==> src/rtl/logic_op_pkg.sv <==
// Shared opcode encoding and queue sizing for logic_op_pipe and its gate slices.
package logic_op_pkg;

  typedef enum logic [2:0] {
    OP_AND  = 3'd0,
    OP_OR   = 3'd1,
    OP_NAND = 3'd2,
    OP_NOR  = 3'd3,
    OP_XOR  = 3'd4,
    OP_XNOR = 3'd5
  } op_e;

  // Encodings at or above this value have no gate and yield an error result.
  localparam logic [2:0] LOGIC_OP_ILLEGAL_MIN = 3'd6;

  localparam int QDEPTH = 2;

endpackage

==> src/rtl/logic_op_pipe_gate_mux_slice.sv <==
// One-bit gate built as a 2:1 mux: A selects, data comes from B, ~B or a constant.
module gate_mux_slice
  import logic_op_pkg::*;
(
  input  logic a,
  input  logic b,
  input  op_e  op,
  output logic y,
  output logic illegal
);

  logic d0;
  logic d1;

  always_comb begin
    d0      = 1'b0;
    d1      = 1'b0;
    illegal = (op >= LOGIC_OP_ILLEGAL_MIN);
    case (op)
      OP_AND:  begin d0 = 1'b0; d1 = b;    end
      OP_OR:   begin d0 = b;    d1 = 1'b1; end
      OP_NAND: begin d0 = 1'b1; d1 = ~b;   end
      OP_NOR:  begin d0 = ~b;   d1 = 1'b0; end
      OP_XOR:  begin d0 = b;    d1 = ~b;   end
      OP_XNOR: begin d0 = ~b;   d1 = b;    end
      default: begin d0 = 1'b0; d1 = 1'b0; end
    endcase
    y = a ? d1 : d0;
  end

endmodule

==> src/rtl/logic_op_pipe.sv <==
// Handshaked bitwise gate front-end with a 2-entry result queue and saturating op counter.
// Optional LOGIC_OP_PARITY_EN adds out_par, the XOR reduction of the head result.
module logic_op_pipe
  import logic_op_pkg::*;
#(
  parameter int WIDTH = 8,
  parameter int CNT_W = 16
) (
  input  logic             clk,
  input  logic             rst_n,
  input  logic             in_valid,
  output logic             in_ready,
  input  logic [WIDTH-1:0] in_a,
  input  logic [WIDTH-1:0] in_b,
  input  logic [2:0]       in_op,
  output logic             out_valid,
  input  logic             out_ready,
  output logic [WIDTH-1:0] out_y,
  output logic             out_err,
`ifdef LOGIC_OP_PARITY_EN
  output logic             out_par,
`endif
  output logic [CNT_W-1:0] op_count
);

  // Handshake: a transfer happens on a side exactly when its valid and ready are
  // both high at the rising edge; ready never looks at the same side's valid.

`ifdef LOGIC_OP_PARITY_EN
  localparam int PW = 1;
`else
  localparam int PW = 0;
`endif
  // Entry layout: {[par,] err, y}
  localparam int EW = WIDTH + 1 + PW;

  logic [WIDTH-1:0] res_y;
  logic [WIDTH-1:0] illegal_vec;
  logic             res_err;
  logic [EW-1:0]    new_entry;

  for (genvar gi = 0; gi < WIDTH; gi++) begin : g_slice
    gate_mux_slice u_slice (
      .a       (in_a[gi]),
      .b       (in_b[gi]),
      .op      (op_e'(in_op)),
      .y       (res_y[gi]),
      .illegal (illegal_vec[gi])
    );
  end

  assign res_err = |illegal_vec;

`ifdef LOGIC_OP_PARITY_EN
  assign new_entry = {^res_y, res_err, res_y};
`else
  assign new_entry = {res_err, res_y};
`endif

  logic [EW-1:0]    slot0_q, slot0_d;
  logic [EW-1:0]    slot1_q, slot1_d;
  logic [1:0]       count_q, count_d;
  logic [CNT_W-1:0] cnt_q, cnt_d;
  logic             push;
  logic             pop;

  assign out_valid = (count_q != 2'd0);
  // Full only blocks input when the head is not leaving this cycle.
  assign in_ready  = !((count_q == 2'(QDEPTH)) && !out_ready);
  assign push      = in_valid && in_ready;
  assign pop       = out_valid && out_ready;

  always_comb begin
    slot0_d = slot0_q;
    slot1_d = slot1_q;
    count_d = count_q;
    cnt_d   = cnt_q;
    if (push && pop) begin
      if (count_q == 2'd2) begin
        slot0_d = slot1_q;
        slot1_d = new_entry;
      end else begin
        slot0_d = new_entry;
      end
    end else if (push) begin
      if (count_q == 2'd0) slot0_d = new_entry;
      else                 slot1_d = new_entry;
      count_d = count_q + 2'd1;
    end else if (pop) begin
      slot0_d = slot1_q;
      slot1_d = '0;
      count_d = count_q - 2'd1;
    end
    if (push && (cnt_q != {CNT_W{1'b1}})) cnt_d = cnt_q + CNT_W'(1);
  end

  always_ff @(posedge clk or negedge rst_n) begin
    if (!rst_n) begin
      slot0_q <= '0;
      slot1_q <= '0;
      count_q <= '0;
      cnt_q   <= '0;
    end else begin
      slot0_q <= slot0_d;
      slot1_q <= slot1_d;
      count_q <= count_d;
      cnt_q   <= cnt_d;
    end
  end

  assign out_y    = slot0_q[WIDTH-1:0];
  assign out_err  = slot0_q[WIDTH];
  assign op_count = cnt_q;
`ifdef LOGIC_OP_PARITY_EN
  assign out_par  = slot0_q[WIDTH+1];
`endif

endmodule

==> config.mk <==
export PLATFORM = sky130hd
export DESIGN_NAME = logic_op_pipe
export DESIGN_NICKNAME = d
export VERILOG_FILES = /design/src/rtl/logic_op_pkg.sv /design/src/rtl/logic_op_pipe_gate_mux_slice.sv /design/src/rtl/logic_op_pipe.sv
export SDC_FILE = /design/constraint.sdc
export NUM_CORES = 1
export LEC_CHECK = 0
export ABC_AREA = 1
export BUFFER_PORTS_ARGS = -buffer_cell sky130_fd_sc_hd__buf_2
export CORE_UTILIZATION = 55
export DETAILED_ROUTE_END_ITERATION = 10
export PLACE_DENSITY = 0.88
export SETUP_SLACK_MARGIN = 0.4
export SLEW_MARGIN = 25
export SYNTH_ARGS = -nofsm -noshare
export SYNTH_HDL_FRONTEND = slang
export SYNTH_SLANG_ARGS = --single-unit
==> constraint.sdc <==
create_clock -name clk -period 4.5 [get_ports clk]
set_clock_uncertainty 0.2 [all_clocks]
set_input_delay 0.45 -clock clk [delete_from_list [all_inputs] [get_ports clk]]
set_output_delay 0.45 -clock clk [all_outputs]
set_load 0.01 [all_outputs]
==> results.md <==
* Status: complete, no violations
* Root Driver: clkbuf_8
* Multi-input gate area at 1300 um2
* Met3 Wirelength at 329 um
* #FFs+latches synth at 36
* Final hold vios at 0
* Die X at 68.4 um
* Reg clk slew, reported paths at 70 ps
* Max Used Layer: met4
* Met2 wire len at 2.71 mm
* Critical path's top delay family: simple AND/OR/NAND/NOR gates
* Post-synth ARST share at 100%
* Largest net degree at the start of global routing at 37
* Setup TNS at 0 ps
* Synth warnings at 0
* Clk buf depth at 2
* Drt via density at 5.40
* Syn Inst Count at 359
* Hold Crit Class: primary input to asynchronous set/reset pin
* Syn_nets at 386
* CTS Buf Count at 5
* CTS tree: yes
* Pins over their slew limit at 0
* Wl on met1 at 2.68 mm
* Most common cell in the netlist: nand2_1
* Worst VDD drop at 342 uV
* Worst EP arrival at 2450 ps
* Critical setup path kind: flip-flop to flip-flop
* Max stage delay on crit path at 430 ps
* CP Cell Sequence: nor2_1, nand2_1, nand2_1, inv_2, ha_1, inv_1, nor2_1, nor2_1, nand2_1, nor2_2, nand2_1, nand2_1
* Resized Gates After CTS at 0
* DRT antenna net count at 0
* Endpoints failing setup at 0
* CP Max Fanout at 12
* Synth unique cells at 28
* Worst-margin pin slew at 801 ps
* P_leak at 1.58 nW
* Area occupied by registers at 901 um2
* Top cells by area, synth: dfrtp_1 37%, nand2_1 22%, nand3_1 8.7%
* HPWL after detailed placement at 4.23 mm
* Max Cap Viol at 0
* CTS H-Tree Depth at 2
* Filler Cell Count at 352
* Min Tclk post-route at 2410 ps
* Post-synthesis sequential area ratio at 37.2%
* Leading area contributor after synthesis: dfrtp_1
* DR vias at 2463
* Req. time, crit path at 4540 ps
* Initial core utilization at 58.9%
* Syn_area_per_cell at 6.75 um2
* CP max stage cell: dfrtp_1
* EDFF count, synth at 0
* Worst Setup End Kind: flip-flop
* Die footprint at 4670 um2
* Congestion Overflow GR at 0
* Worst skew pair latency at 300 ps
* Residual DRC at 0
* Pwr/cell area at 437 nW/um2
* PortBufs at 49
* Post-synth top cells: 144 x nand2_1, 42 x nand3_1, 39 x inv_1
* Vias in the first global route at 2227
* Initial antenna violation count at 0
* Main synth FF type: dfrtp_1
* Hold buffer count at CTS at 0
* Max_slew headroom at 46.6%
* DRT Pass-1 Iters at 5
* I/O pin count at 50
* Synth top area share at 37.2%
* Worst Path Buf+Inv at 2
* Postcts setup bufs at 0
* Layout cells sized above 1 at 16.0%
* Final Cycle Share at 53.5%
* GRT Total Usage at 27.1%
* Most frequent CP cell: nand2_1
* Final core occ at 66.7%
* DR WL/cell at 12.7 um
* CP startpoint kind: flip-flop
* Die height at 68.4 um
* N_diodes at 0
* Final wirelength at 5.80 mm
* Core box area at 4120 um2
* Unrepaired setup endpoints after global routing: false
* CTS Sinks at 36
* Row Count at 23
* Mapped Area at 2420 um2
* Net count, final at 433
* First-pass GRT wire length at 9.39 mm
* GP Congestion at 0.869
* Max Clk Rate at 0.415 GHz
* Initial drt markers at 199
* Area grow syn2layout at 13.4%
## worst paths after layout
| path | slack (ps) | cells after the start | to | start |
|---|---|---|---|---|
| max | 2090 | 12 | slot1_q[2] | count_q[0] |
| max reg2reg | 2090 | 12 | slot1_q[2] | count_q[0] |
| min reg2reg | 280 | 2 | slot1_q[6] | slot1_q[6] |
| min | 40 | 1 | slot0_q[0] | rst_n |
| max in group asynchronous | 3560 | 1 | slot1_q[0] | rst_n |
| min in group clk | 280 | 2 | slot1_q[6] | slot1_q[6] |
## cells in the final DEF, fill, tap and decap left out
cell type  count
o21ai_1        2
dfrtp_1       36
clkbuf_8       5
buf_2         49
o31ai_1        1
nand4_1       16
o21ai_0       13
nor2_2         1
nor2_1        22
nand3b_4       1
o211ai_1       1
nand2_1      144
nand3_1       42
inv_2          3
a21boi_0       1
ha_1           4
nor3_2         1
clkinv_2       1
xnor2_1        9
o21ai_2        1
clkbuf_1       1
nand2_2        2
clkinv_1       1
xor2_1         7
nor3_1         2
inv_1         39
nand3_2        1
## power breakdown
part | internal [mW] | switching, mW | total, mW
Combinational | 0.175 | 0.313 | 0.488
Sequential | 0.420 | 0.0714 | 0.491
Clock | 0.105 | 0.116 | 0.222
## cells by family (layout without fill, tap and decap cells)
| group | Yosys count | count (layout) | share of synthesized area (%) |
|---|---|---|---|
| simple gates | 232 | 232 | 41.4 |
| flops | 36 | 36 | 37.2 |
| compound gates | 19 | 19 | 4.39 |
| buf+inv | 52 | 99 | 9.19 |
| fa+ha+maj | 4 | 4 | 2.07 |
| xor+xnor | 16 | 16 | 5.79 |
## cell type report
type,count,area share (%)
clock buffer,6,2.64
clock inverter,1,0.182
inverter,43,5.88
multi-input combinational,271,47.3
sequential,36,32.8
tap,50,2.28
timing repair buffer,49,8.93
## flip-flops by register name (all words and copies together) (netlist names)
name,count
count_q,2
op_count,16
slot1_q,9
slot0_q,9
## layer usage
metal | vias up | global-route usage, %
met2 | 87 | 44.2
met4 | 0 | 12.2
met1 | 1136 | 34.6
li1 | 1228 | -
met3 | 12 | 4.83
met5 | - | 0
## per-stage QoR
step	worst slack [ps]	cell area, um2	instances	power (mW)	hold WS, ps
floorplan	2460	2420	359	0.829	-45.6
finish	2090	2750	456	1.20	39.6
CTS	2110	2750	456	1.21	63.4
global route	1920	2750	456	1.30	117
global placement	2270	2670	449	0.962	260
detailed placement	2120	2670	449	0.984	261
No activity file was read; power rests on OpenSTA's default activity.
